### src/rtl/blink_pkg.sv
// Shared definitions for the blink sequencer.
// Contents:
//   state_t          FSM state encoding (StIdle=0, StOn=1, StOff=2, StDone=3)
//   DefaultPrescale  clk cycles per timing tick for the 50 MHz board clock (1 ms)
package blink_pkg;

    typedef enum logic [1:0] {
        StIdle = 2'd0,
        StOn   = 2'd1,
        StOff  = 2'd2,
        StDone = 2'd3
    } state_t;

    localparam int unsigned DefaultPrescale = 50000;

endpackage

### src/rtl/tick_prescaler.sv
// Timing-tick generator: a down-counter that asserts tick for one cycle every PRESCALE
// clk cycles. clr reloads the counter so the first tick lands exactly PRESCALE cycles later.
// Ports:
//   clk    in   system clock
//   rst_n  in   asynchronous active-low reset
//   clr    in   restart the count
//   tick   out  1-cycle strobe every PRESCALE cycles
module tick_prescaler #(
    parameter int unsigned PRESCALE = 2
) (
    input  logic clk,
    input  logic rst_n,
    input  logic clr,
    output logic tick
);

    // Keep at least one bit so PRESCALE=1 still elaborates (tick is then always high).
    localparam int unsigned CntW = (PRESCALE > 1) ? $clog2(PRESCALE) : 1;
    localparam logic [CntW-1:0] Reload = CntW'(PRESCALE - 1);

    logic [CntW-1:0] cnt_q;

    always_ff @(posedge clk or negedge rst_n) begin
        if (!rst_n) begin
            cnt_q <= '0;
        end else if (clr || (cnt_q == '0)) begin
            cnt_q <= Reload;
        end else begin
            cnt_q <= cnt_q - CntW'(1);
        end
    end

    assign tick = (cnt_q == '0);

endmodule

### src/rtl/blink_sequencer.sv
// Blink sequencer: produces a burst of N on/off blinks (or continuous blinking when N=0)
// timed by a shared prescaler tick. All outputs are registered.
// Ports:
//   clk        in   system clock
//   rst_n      in   asynchronous active-low reset
//   start      in   1-cycle request; latches config and starts a sequence when idle
//   stop       in   1-cycle abort back to idle (highest priority)
//   on_ticks   in   ON phase length in ticks (0 treated as 1)
//   off_ticks  in   OFF phase length in ticks (0 treated as 1)
//   pulses     in   blink count, 0 = continuous
//   salida     out  blink output, high during ON
//   toggle     out  1-cycle strobe whenever salida changes
//   busy       out  high while a sequence is active (including the done cycle)
//   done       out  1-cycle pulse when a finite burst completes
module blink_sequencer import blink_pkg::*; #(
    parameter int unsigned PRESCALE = DefaultPrescale,
    parameter int unsigned TW       = 16,
    parameter int unsigned CW       = 8
) (
    input  logic          clk,
    input  logic          rst_n,
    input  logic          start,
    input  logic          stop,
    input  logic [TW-1:0] on_ticks,
    input  logic [TW-1:0] off_ticks,
    input  logic [CW-1:0] pulses,
    output logic          salida,
    output logic          toggle,
    output logic          busy,
    output logic          done
);

    state_t        state_q;
    logic [TW-1:0] on_q, off_q, ph_cnt_q;
    logic [CW-1:0] rem_q;
    logic          salida_q, toggle_q, busy_q, done_q;
    logic          tick, start_acc;
    logic [TW-1:0] on_norm, off_norm;

    assign on_norm   = (on_ticks  == '0) ? TW'(1) : on_ticks;
    assign off_norm  = (off_ticks == '0) ? TW'(1) : off_ticks;
    assign start_acc = (state_q == StIdle) && start && !stop;

    // Restarting the prescaler on start keeps every phase boundary on a tick edge.
    tick_prescaler #(
        .PRESCALE (PRESCALE)
    ) u_prescaler (
        .clk   (clk),
        .rst_n (rst_n),
        .clr   (start_acc),
        .tick  (tick)
    );

    always_ff @(posedge clk or negedge rst_n) begin
        if (!rst_n) begin
            state_q  <= StIdle;
            on_q     <= '0;
            off_q    <= '0;
            ph_cnt_q <= '0;
            rem_q    <= '0;
            salida_q <= 1'b0;
            toggle_q <= 1'b0;
            busy_q   <= 1'b0;
            done_q   <= 1'b0;
        end else begin
            toggle_q <= 1'b0;
            done_q   <= 1'b0;
            if (stop) begin
                state_q  <= StIdle;
                salida_q <= 1'b0;
                busy_q   <= 1'b0;
                toggle_q <= salida_q;
            end else begin
                case (state_q)
                    StIdle: begin
                        if (start) begin
                            on_q     <= on_norm;
                            off_q    <= off_norm;
                            rem_q    <= pulses;
                            ph_cnt_q <= on_norm;
                            state_q  <= StOn;
                            salida_q <= 1'b1;
                            toggle_q <= 1'b1;
                            busy_q   <= 1'b1;
                        end
                    end
                    StOn: begin
                        if (tick) begin
                            if (ph_cnt_q == TW'(1)) begin
                                ph_cnt_q <= off_q;
                                state_q  <= StOff;
                                salida_q <= 1'b0;
                                toggle_q <= 1'b1;
                            end else begin
                                ph_cnt_q <= ph_cnt_q - TW'(1);
                            end
                        end
                    end
                    StOff: begin
                        if (tick) begin
                            if (ph_cnt_q != TW'(1)) begin
                                ph_cnt_q <= ph_cnt_q - TW'(1);
                            end else if (rem_q == CW'(1)) begin
                                rem_q   <= '0;
                                state_q <= StDone;
                                done_q  <= 1'b1;
                            end else begin
                                // rem_q == 0 marks continuous mode and is never decremented.
                                if (rem_q != '0) begin
                                    rem_q <= rem_q - CW'(1);
                                end
                                ph_cnt_q <= on_q;
                                state_q  <= StOn;
                                salida_q <= 1'b1;
                                toggle_q <= 1'b1;
                            end
                        end
                    end
                    StDone: begin
                        state_q <= StIdle;
                        busy_q  <= 1'b0;
                    end
                    default: state_q <= StIdle;
                endcase
            end
        end
    end

    assign salida = salida_q;
    assign toggle = toggle_q;
    assign busy   = busy_q;
    assign done   = done_q;

endmodule

### config.mk
export PLATFORM = sky130hd
export DESIGN_NAME = blink_sequencer
export DESIGN_NICKNAME = d
export VERILOG_FILES = /design/src/rtl/blink_pkg.sv /design/src/rtl/tick_prescaler.sv /design/src/rtl/blink_sequencer.sv
export SDC_FILE = /design/constraint.sdc
export NUM_CORES = 1
export LEC_CHECK = 0
export ABC_CLOCK_PERIOD_IN_PS = 2580
export BUFFER_PORTS_ARGS = -buffer_cell sky130_fd_sc_hd__buf_2
export CORE_ASPECT_RATIO = 1.75
export CORE_UTILIZATION = 59
export DETAILED_ROUTE_END_ITERATION = 8
export GPL_TIMING_DRIVEN = 0
export HOLD_SLACK_MARGIN = 0.06
export PLACE_DENSITY_LB_ADDON = 0.15
export SLEW_MARGIN = 20
export SYNTH_ARGS = -nofsm -noshare
export SYNTH_HDL_FRONTEND = slang
export SYNTH_SLANG_ARGS = --single-unit
### constraint.sdc
create_clock -name clk -period 2.58 [get_ports clk]
set_input_delay 0.129 -clock clk [delete_from_list [all_inputs] [get_ports clk]]
set_output_delay 0.129 -clock clk [all_outputs]
set_load 0.005 [all_outputs]
==> results of run 1 <==
[layout make-up]
type / instances / area (µm²)
inverter: 16 / 60.1
tap: 86 / 108
sequential: 78 / 1950
buffer: 24 / 123
timing repair buffer: 68 / 445
fill: 542 / 1880
clock inverter: 3 / 67.6
multi-input combinational: 358 / 2390
clock buffer: 12 / 256
[cells by family (layout without fill, tap and decap cells)]
kind of cell | Yosys count | count (layout) | share of synthesized area
buffers and inverters | 40 | 123 | 0.0386
multiplexers | 32 | 32 | 0.0794
XOR/XNOR | 12 | 12 | 0.0233
AND/OR/NAND/NOR | 162 | 162 | 0.199
flip-flops | 78 | 78 | 0.433
AO/OA/AOI/OAI | 142 | 142 | 0.198
adder cells (fa/ha/maj) | 10 | 10 | 0.0278
[power breakdown]
part / internal (mW) / total (mW) / switching, mW
sequential: 1.74 / 2.26 / 0.524
clock: 0.895 / 1.39 / 0.494
combinational: 1.00 / 2.51 / 1.51
total: 3.63 / 6.16 / 2.53
[what timing repair did]
action | in CTS | in global routing
pin swaps | 2 | 1
resized for setup | 2 | 9
buffers inserted | 3 | 4
hold endpoints to repair | 54 | 0
endpoints found under the setup margin | 7 | 51
cloned | 0 | 0
hold buffers | 14 | 0
[cell usage in the layout (no fill, tap or decap), types with 5 or more instances in the layout]
master,count
nor4_1,13
mux2_2,30
clkbuf_16,9
and3_1,5
nor3_1,20
a22oi_1,8
o21ai_0,21
buf_4,9
dfrtp_1,78
o21ai_1,31
nand3_1,15
a31oi_1,7
nand2b_1,6
dlygate4sd3_1,14
nand2_1,26
nor2_1,40
o31ai_1,6
nand4_1,6
ha_1,10
a21oi_1,34
inv_1,14
buf_2,49
clkbuf_1,13
xnor2_1,8
[synth_stat cells, types with 3 or more instances]
cell type	instances	area share
a211o_1	4	0.0078
a211oi_1	4	0.0067
a21oi_1	34	0.038
a22oi_1	8	0.013
a31oi_1	7	0.0097
a41oi_1	4	0.0078
and3_1	5	0.0069
and4_1	3	0.0058
buf_2	4	0.0044
clkbuf_1	15	0.012
dfrtp_1	78	0.43
ha_1	10	0.028
inv_1	14	0.012
mux2_2	30	0.075
nand2_1	26	0.022
nand2b_1	6	0.0083
nand3_1	15	0.017
nand4_1	6	0.0083
nor2_1	40	0.033
nor3_1	20	0.022
nor4_1	13	0.018
nor4_2	3	0.0083
nor4_4	3	0.014
o211ai_1	3	0.0050
o21ai_0	21	0.023
o21ai_1	31	0.034
o221ai_1	3	0.0058
o31ai_1	6	0.010
o41ai_1	3	0.0058
or2_2	4	0.0056
or3_1	4	0.0056
xnor2_1	8	0.016
xor2_1	4	0.0078
[critical path: stages, from the launching register on]
cell and delay (ns):
dfrtp_1 0.45, nor4_2 0.56, nand2_1 0.40, o21ai_4 0.42, o221ai_1 0.19, o211ai_1 0.28
o21ai_1 0.13
[worst min path at each step]
stage	startpoint	endpoint	slack, ns	depth (start not counted)
2_1_floorplan	rst_n	busy	-0.17	0
5_1_grt	off_ticks[12]	off_q[12]	0.07	2
4_1_cts	off_ticks[1]	off_q[1]	0.06	2
3_3_place_gp	off_ticks[10]	off_q[10]	0.38	2
3_5_place_dp	rst_n	ph_cnt_q[3]	0.15	1
6_report	pulses[1]	rem_q[1]	0.06	3
[flip-flops by register name, indices dropped and copies added, names as in the netlist]
signal	count
done	1
rem_q	8
toggle	1
off_q	16
on_q	16
busy	1
u_prescaler.cnt_q	16
state_q	2
ph_cnt_q	16
salida	1
[metal layers]
layer / GRT usage / share of wire
met5: 0 / 0
met4: 0.281 / 0.068
met3: 0.114 / 0.071
met2: 0.607 / 0.51
met1: 0.386 / 0.35
[per-stage QoR]
stage          utilization  hold WS [ns]
2_1_floorplan            -        -0.167
3_3_place_gp         0.665         0.380
3_5_place_dp         0.668         0.147
4_1_cts              0.736        0.0614
5_1_grt              0.742        0.0655
6_report             0.742        0.0590
==> metrics.cfg, run 1 <==
[outcome]
status=finished with violations
violations=DRC

[power]
irDropWorstVdd_v=0.000686
power.leakage_nw=2.21
p_per_area_nw_per_um2=1140
power_mw=6.16

[hold_path]
hp-class=in2reg

[setup_path]
r2r-end=ph_cnt_q[11]
crit_path_start_kind=flip-flop
r2r-start=ph_cnt_q[8]
endpoint_kind=flip-flop
setup.worst_path.start=ph_cnt_q[8]
crit_type=reg2reg
critPathMaxFanout=10
worstRegToRegCells=6
crit_arrival_ns=2.78
required_ns=2.78
endpoint=ph_cnt_q[11]
rrSetupSlack_ns=0.002

[placed_design]
dp_hpwl_um=9860
gp_congestion=0.955
dpl_cell_area_um2=4860
port_buffers=46
place_ws_ns=-0.113
place_inst=609

[yosys]
ys_seq_elements=78
synth_cell_types=60
yosysSeqAreaShare=0.433
async_flop_share=1.00
postSynthCellCount=476
post_synth.cell_area_avg_um2=9.46
synth_enable_flop_cells=0
syn_nets=530
synth_ff_type=dfrtp_1
synth_warnings=0
syn_area_um2=4500

[timing]
fin_skew_ns=0.00641
worst_slew_pin_slew_ns=0.880
fin_ws_ns=0.00244
tns_ns=0
final_max_slew_viol_count=0
fin_crit_sh=0.999
hold_viol=0
min_period_ns=2.58
slew_headroom=0.408
max_freq_mhz=388
finalSetupViolCount=0

[cells_and_area]
synthToLayoutAreaGrowth_pct=20.0
nets=609
fin_area_um2=5400
drive_gt1_frac=0.238
fin_cells=645
num_antenna_cells=0

[route]
drt.antenna.violating_nets=0
remaining_drc_errors=1
wl_um=14200
drt_pass1_iterations=7
vias=4331
first_iter_violations=421
viasPerCell=6.71
wl_per_cell_um=22.0

[clock_tree]
cts-root-buf=clkbuf_16
clock_path_buffers=2
cts.htree.levels=3
cts-buffers-inserted=9
clkLatencyLatePin_ns=0.34
cts_sinks=78
cts.reportedPaths.clkPinSlew_ns=0.06
cts_tree=yes

[floorplanning]
die_area_um2=8000
rows=41
die-width_um=68.1
ioPinCount=48
core_area_um2=7280
die_y_um=118
initial_core_util=0.618

[global_route]
overflow=0
antenna_found_initial=0
grt_usage=0.376
grt_pass1_wl_um=21800
grt_pass1_vias=4300
grt_max_degree=43

[flow_run]
cap_violations=0

Note: power is estimated with default switching activity, not from simulation.
==> inputs of run 2 (changes only) <==
--- a/config.mk
+++ b/config.mk
@@ -13,6 +13,7 @@
 export GPL_TIMING_DRIVEN = 0
 export HOLD_SLACK_MARGIN = 0.06
 export PLACE_DENSITY_LB_ADDON = 0.15
+export SETUP_SLACK_MARGIN = 0.05
 export SLEW_MARGIN = 20
 export SYNTH_ARGS = -nofsm -noshare
 export SYNTH_HDL_FRONTEND = slang
==> run 2 against run 1 <==
Net effect: the run now ends clean; largest power group unchanged; non-clock buffer count rose by 1; total power hardly changed; critical endpoint unchanged; count of clock-buffer cells in the layout is the same.
==> metrics.cfg, run 2 (synthesis gave the netlist of run 1 again) <==
[clock_tree]
cts_sinks=78  ; unchanged
clock_path_buffers=2  ; unchanged
cts.reportedPaths.clkPinSlew_ns=0.06  ; about the same
cts-root-buf=clkbuf_16  ; unchanged
clkLatencyLatePin_ns=0.34  ; about the same
cts-buffers-inserted=9  ; unchanged
cts.htree.levels=3  ; unchanged
cts_tree=yes  ; unchanged

[setup_path]
r2r-end=ph_cnt_q[11]  ; unchanged
crit_path_start_kind=flip-flop  ; unchanged
rrSetupSlack_ns=0.03  ; was 0.002 ns
cpPeakStageDelay_ns=0.58  ; was 0.56 ns
endpoint=ph_cnt_q[11]  ; unchanged
crit_type=reg2reg  ; unchanged
critPathMaxFanout=10  ; unchanged
setup.worst_path.start=ph_cnt_q[8]  ; unchanged
crit_arrival_ns=2.75  ; was 2.78 ns
required_ns=2.78  ; about the same
critPathSlowestCell=nor4_2  ; unchanged
endpoint_kind=flip-flop  ; unchanged
r2r-start=ph_cnt_q[8]  ; unchanged
worstRegToRegCells=6  ; unchanged
path_cells=nor4_2 > nand2_1 > o21ai_4 > o221ai_1 > o211ai_1 > o21ai_1  ; unchanged

[cells_and_area]
mostFrequentLayoutCells=dfrtp_1 (78), buf_2 (50), nor2_1 (40)  ; was dfrtp_1 (78), buf_2 (49), nor2_1 (40)
n_fill_cell=541  ; was 542
fin_cells=646  ; was 645
nets=610  ; was 609
multi_input_area_um2=2390  ; about the same
synthToLayoutAreaGrowth_pct=20.1  ; was 20.0%
final_common_cell=dfrtp_1  ; unchanged
num_antenna_cells=0  ; unchanged
final-seq-area_um2=1950  ; unchanged
drive_gt1_frac=0.243  ; was 0.238
fin_area_um2=5410  ; was 5400 µm²

[timing]
hold_viol=0  ; unchanged
min_period_ns=2.55  ; was 2.58 ns
max_freq_mhz=392  ; was 388 MHz
final_max_slew_viol_count=0  ; unchanged
fin_ws_ns=0.0300  ; was 0.00244 ns
fin_skew_ns=0.00845  ; was 0.00641 ns
fin_crit_sh=0.988  ; was 0.999
finalSetupViolCount=0  ; unchanged
slew_headroom=0.481  ; was 0.408
grt_setup_unrepaired=yes
worst_slew_pin_slew_ns=0.771  ; was 0.880 ns

[global_route]
grt_max_degree=43  ; unchanged
antenna_found_initial=0  ; unchanged
grt_usage=0.376  ; about the same
grt_pass1_wl_um=21700  ; was 21800 µm
overflow=0  ; unchanged
grt_pass1_vias=4291  ; was 4300

[floorplanning]
core_area_um2=7280  ; unchanged
die_area_um2=8000  ; unchanged
die-width_um=68.1  ; unchanged
ioPinCount=48  ; unchanged
initial_core_util=0.618  ; unchanged
die_y_um=118  ; unchanged
rows=41  ; unchanged

[route]
wl_per_cell_um=21.9  ; was 22.0 µm
drt_pass1_iterations=5  ; was 7
remaining_drc_errors=0  ; was 1
drt.antenna.violating_nets=0  ; unchanged
wl_um=14200  ; about the same
first_iter_violations=470  ; was 421
viasPerCell=6.70  ; was 6.71
vias=4331  ; unchanged

[placed_design]
place_ws_ns=-0.113  ; unchanged
gp_congestion=0.955  ; unchanged
port_buffers=46  ; unchanged
place_inst=609  ; unchanged
dpl_cell_area_um2=4860  ; unchanged
dp_hpwl_um=9860  ; unchanged

[outcome]
status=completed  ; was finished with violations

[flow_run]
cap_violations=0  ; unchanged

[power]
p_per_area_nw_per_um2=1140  ; about the same
irDropWorstVdd_v=0.000689  ; was 0.000686 V
power.leakage_nw=2.21  ; about the same
power_mw=6.16  ; about the same

[hold_path]
hp-class=in2reg  ; unchanged

run 2: cell count changes in the layout (fill, tap and decap cells not counted):
cell,before,now
and4_1,3,2
and4_2,0,1
buf_2,49,50
buf_4,9,10
clkbuf_1,13,12
clkbuf_2,4,5
clkbuf_4,1,0
run 2: how the worst min path moves through the flow:
stage | start | to | slack, ns | cells past startpoint
CTS | off_ticks[1] | off_q[1] | 0.06 | 2
detailed placement | rst_n | ph_cnt_q[3] | 0.15 | 1
global placement | off_ticks[10] | off_q[10] | 0.38 | 2
finish | pulses[1] | rem_q[1] | 0.06 | 3
floorplan | rst_n | busy | -0.17 | 0
global route | off_ticks[12] | off_q[12] | 0.07 | 2
run 2: timing repair:
| item | in CTS | in global routing |
|---|---|---|
| hold endpoints to repair | 54 | 0 |
| setup endpoints to repair | 24 | 31 |
| resized for setup | 4 | 7 |
| hold buffers | 14 | 0 |
| pin swaps | 3 | 1 |
| buffers inserted | 6 | 2 |
run 2: final cells by class:
cell class	instances	area share
tap	86	0.0199
sequential	78	0.361
multi-input combinational	358	0.442
timing repair buffer	69	0.0837
clock buffer	12	0.0474
buffer	24	0.0224
clock inverter	3	0.0125
inverter	16	0.0111
run 2: worst max-delay path: cells and delay by family (launching register included):
family	cells	cell delay, ns
AO/OA/AOI/OAI	4	0.97
flip-flops	1	0.46
AND/OR/NAND/NOR	2	0.98
run 2: layer usage:
layer  GRT usage  vias up  wire [µm]
li1            -     1930          -
met1       0.391     2085       5010
met2       0.612      242       7330
met3       0.111       74        910
met4       0.266        0        911
met5           0        -          0
run 2: through the flow:
stage / TNS (ns) / util / hold slack [ns]
after floorplan: 0 / - / -0.167
after global placement: -0.0833 / 0.665 / 0.380
after detailed placement: -0.135 / 0.668 / 0.147
after CTS: 0 / 0.739 / 0.0614
after global routing: -0.117 / 0.743 / 0.0655
final: 0 / 0.743 / 0.0586
run 2: power by group:
part	leakage (nW)	internal [mW]	switching, mW
registers	0.931	1.74	0.520
clock network	0.155	0.895	0.496
logic	1.13	1.00	1.51
==> inputs of run 3 (changes only) <==
--- a/config.mk
+++ b/config.mk
@@ -17,4 +17,5 @@
 export SLEW_MARGIN = 20
 export SYNTH_ARGS = -nofsm -noshare
 export SYNTH_HDL_FRONTEND = slang
+export SYNTH_HIERARCHICAL = 1
 export SYNTH_SLANG_ARGS = --single-unit
==> run 3 against run 2 <==
Net effect: routed wire length is 9.0% lower; synthesized cell count is 4.4% higher; largest cell class unchanged; total power is 4.8% lower; non-clock buffer count is 9 higher; via count is 1.8% lower; first-iteration DRC count is 42% lower; cell count is 4.5% higher; final area is 2.0% higher; core utilization is 1.5 points higher; critical path depth is 3 higher; highest routed layer unchanged.
==> metrics.cfg, run 3 <==
[outcome]
status=completed  ; unchanged

[cells_and_area]
n_fill_cell=539  ; was 541
final_common_cell=dfrtp_1  ; unchanged
synthToLayoutAreaGrowth_pct=22.2  ; was 20.1%
num_antenna_cells=0  ; unchanged
drive_gt1_frac=0.219  ; was 0.243
mostFrequentLayoutCells=dfrtp_1 (78), nand2_1 (76), buf_2 (52)  ; was dfrtp_1 (78), buf_2 (50), nor2_1 (40)
nets=638  ; was 610
final-seq-area_um2=1950  ; unchanged
multi_input_area_um2=2460  ; was 2390 µm²
post-route-util=0.758  ; was 0.743
fin_area_um2=5520  ; was 5410 µm²

[timing]
slew_headroom=0.510  ; was 0.481
hold_viol=0  ; unchanged
fin_crit_sh=0.974  ; was 0.988
fin_skew_ns=0.00727  ; was 0.00845 ns
final_max_slew_viol_count=0  ; unchanged
fin_ws_ns=0.0668  ; was 0.0300 ns
holdWs_ns=0.0717  ; was 0.0586 ns
grt_setup_unrepaired=yes  ; unchanged
worst_slew_pin_slew_ns=0.728  ; was 0.771 ns
min_period_ns=2.51  ; was 2.55 ns
finalSetupViolCount=0  ; unchanged
max_freq_mhz=398  ; was 392 MHz

[setup_path]
path_delay_family=compound AO/OA/AOI/OAI gates  ; was simple AND/OR/NAND/NOR gates
endpoint_kind=flip-flop  ; unchanged
critPathMaxFanout=10  ; unchanged
rrSetupSlack_ns=0.07  ; was 0.03 ns
required_ns=2.83  ; was 2.78 ns
crit_type=reg2reg  ; unchanged
crit_buf_inv=2  ; was 0
cpPeakStageDelay_ns=0.42  ; was 0.58 ns
critPathSlowestCell=dfrtp_1  ; was nor4_2
crit_path_start_kind=flip-flop  ; unchanged
path_cells=nor4_4 > nand3_2 > nor3_4 > buf_4 > o2111ai_1 > a21oi_4 > buf_2 > o21ai_0 > o2bb2ai_1  ; was nor4_2 > nand2_1 > o21ai_4 > o221ai_1 > o211ai_1 > o21ai_1
crit_arrival_ns=2.76  ; was 2.75 ns

[yosys]
yosysSeqAreaShare=0.432  ; was 0.433
yosys.area.top_type=dfrtp_1  ; unchanged
synth_top_family_by_area=simple AND/OR/NAND/NOR gates  ; unchanged
ys_seq_elements=78  ; unchanged
synthSimpleGateAreaFrac=0.230  ; was 0.199
synthAdderAreaFrac=0.0277  ; was 0.0278
synth-compound-area-share=0.194  ; was 0.198
synthTopCellsByArea=dfrtp_1 (43%), nand2_1 (6.3%), o21ai_0 (5.8%), mux2_2 (3.7%), nor2_1 (3.1%)  ; was dfrtp_1 (43%), mux2_2 (7.5%), a21oi_1 (3.8%), o21ai_1 (3.4%), nor2_1 (3.3%)
synth_cell_types=71  ; was 60
async_flop_share=1.00  ; unchanged
postSynthCellCount=497  ; was 476
synth_enable_flop_cells=0  ; unchanged
syn_nets=551  ; was 530
synth.most_common_cell=dfrtp_1  ; unchanged
synthTopCellsByCount=dfrtp_1 (78), nand2_1 (76), o21ai_0 (52)  ; was dfrtp_1 (78), nor2_1 (40), a21oi_1 (34)
synth_warnings=6  ; was 0
post_synth.cell_area_avg_um2=9.09  ; was 9.46 µm²
synthXorXnorAreaFrac=0.0368  ; was 0.0233
synth_ff_type=dfrtp_1  ; unchanged
muxShareOfSynthArea=0.0396  ; was 0.0794
syn_area_um2=4520  ; was 4500 µm²
synth.top_cell.area_share=0.432  ; was 0.433

[placed_design]
place_ws_ns=-0.706  ; was -0.113 ns
port_buffers=47  ; was 46
gp_congestion=0.935  ; was 0.955
dp_hpwl_um=9020  ; was 9860 µm
dpl_cell_area_um2=4890  ; was 4860 µm²

[floorplanning]
ioPinCount=48  ; unchanged
die_y_um=118  ; about the same
core_area_um2=7280  ; unchanged
die-width_um=68.1  ; about the same
initial_core_util=0.620  ; was 0.618
rows=41  ; unchanged
die_area_um2=8020  ; was 8000 µm²

[power]
power_mw=5.87  ; was 6.16 mW
p_per_area_nw_per_um2=1060  ; was 1140 nW/µm²
power.leakage_nw=2.38  ; was 2.21 nW
irDropWorstVdd_v=0.000638  ; was 0.000689 V

[global_route]
grt_max_degree=51  ; was 43
overflow=0  ; unchanged
grt_usage=0.352  ; was 0.376
grt_pass1_wl_um=20500  ; was 21700 µm
antenna_found_initial=0  ; unchanged
grt_pass1_vias=4288  ; was 4291

[clock_tree]
cts-root-buf=clkbuf_16  ; unchanged
cts.htree.levels=3  ; unchanged
clkLatencyLatePin_ns=0.34  ; about the same
clock_path_buffers=2  ; unchanged
cts_sinks=78  ; unchanged
cts_tree=yes  ; unchanged
cts.reportedPaths.clkPinSlew_ns=0.06  ; about the same
cts-buffers-inserted=9  ; unchanged

[route]
drt.antenna.violating_nets=0  ; unchanged
vias=4255  ; was 4331
remaining_drc_errors=0  ; unchanged
viasPerCell=6.30  ; was 6.70
drt_pass1_iterations=5  ; unchanged
first_iter_violations=272  ; was 470
wl_per_cell_um=19.1  ; was 21.9 µm
wl_um=12900  ; was 14200 µm

[hold_path]
hp-class=in2reg  ; unchanged

[flow_run]
cap_violations=0  ; unchanged

## run 3: path summary, 6_finish.rpt
kind	start	end	cells after the start
worst max-delay path	u_prescaler/cnt_q[8]	ph_cnt_q[3]	9
worst min-delay path	on_ticks[10]	on_q[10]	2
worst min register to register	on_q[0]	on_q[0]	2
max in group asynchronous	rst_n	u_prescaler/cnt_q[3]	3
worst max register to register	u_prescaler/cnt_q[8]	ph_cnt_q[3]	9
min in group asynchronous	rst_n	toggle	2
## run 3: per-stage QoR
stage / instances / TNS [ns]
2_1_floorplan: 497 / 0
3_3_place_gp: 630 / -10.04
3_5_place_dp: 631 / -9.73
4_1_cts: 669 / 0
5_1_grt: 675 / -0.0128
6_report: 675 / 0
## run 3: cells by family after synthesis
family / Yosys count
xor+xnor: 19
fa+ha+maj: 10
mux: 16
simple gates: 200
compound gates: 133
buf+inv: 41
flops: 78
## run 3: worst reg2reg max path, cell delays in order (launching register included)
cell and delay, ns:
dfrtp_1 0.42, nor4_4 0.34, nand3_2 0.16, nor3_4 0.27
buf_4 0.16, o2111ai_1 0.19, a21oi_4 0.27, buf_2 0.29
o21ai_0 0.14, o2bb2ai_1 0.19
## run 3: report_power, final
part           switching, mW  internal [mW]
combinational           1.44          0.979
sequential             0.510           1.73
clock                  0.482          0.727
total                   2.44           3.43
## run 3: per-layer routing
layer	part of all wire	track usage
met1	0.35	0.366
met2	0.53	0.593
met3	0.049	0.0620
met4	0.070	0.266
met5	0	0
## run 3: layout make-up
cell class / instances / area share
multi-input combinational: 378 / 0.445
sequential: 78 / 0.354
timing repair buffer: 78 / 0.0970
clock buffer: 13 / 0.0490
buffer: 24 / 0.0220
tap: 86 / 0.0195
inverter: 15 / 0.0109
clock inverter: 3 / 0.00317
## run 3: timing repair
action,CTS,global route
buffers inserted,4,8
gates resized for setup,7,16
setup endpoints to repair,26,41
hold buffers,18,0
pin swaps,3,3
endpoints found under the hold margin,45,0
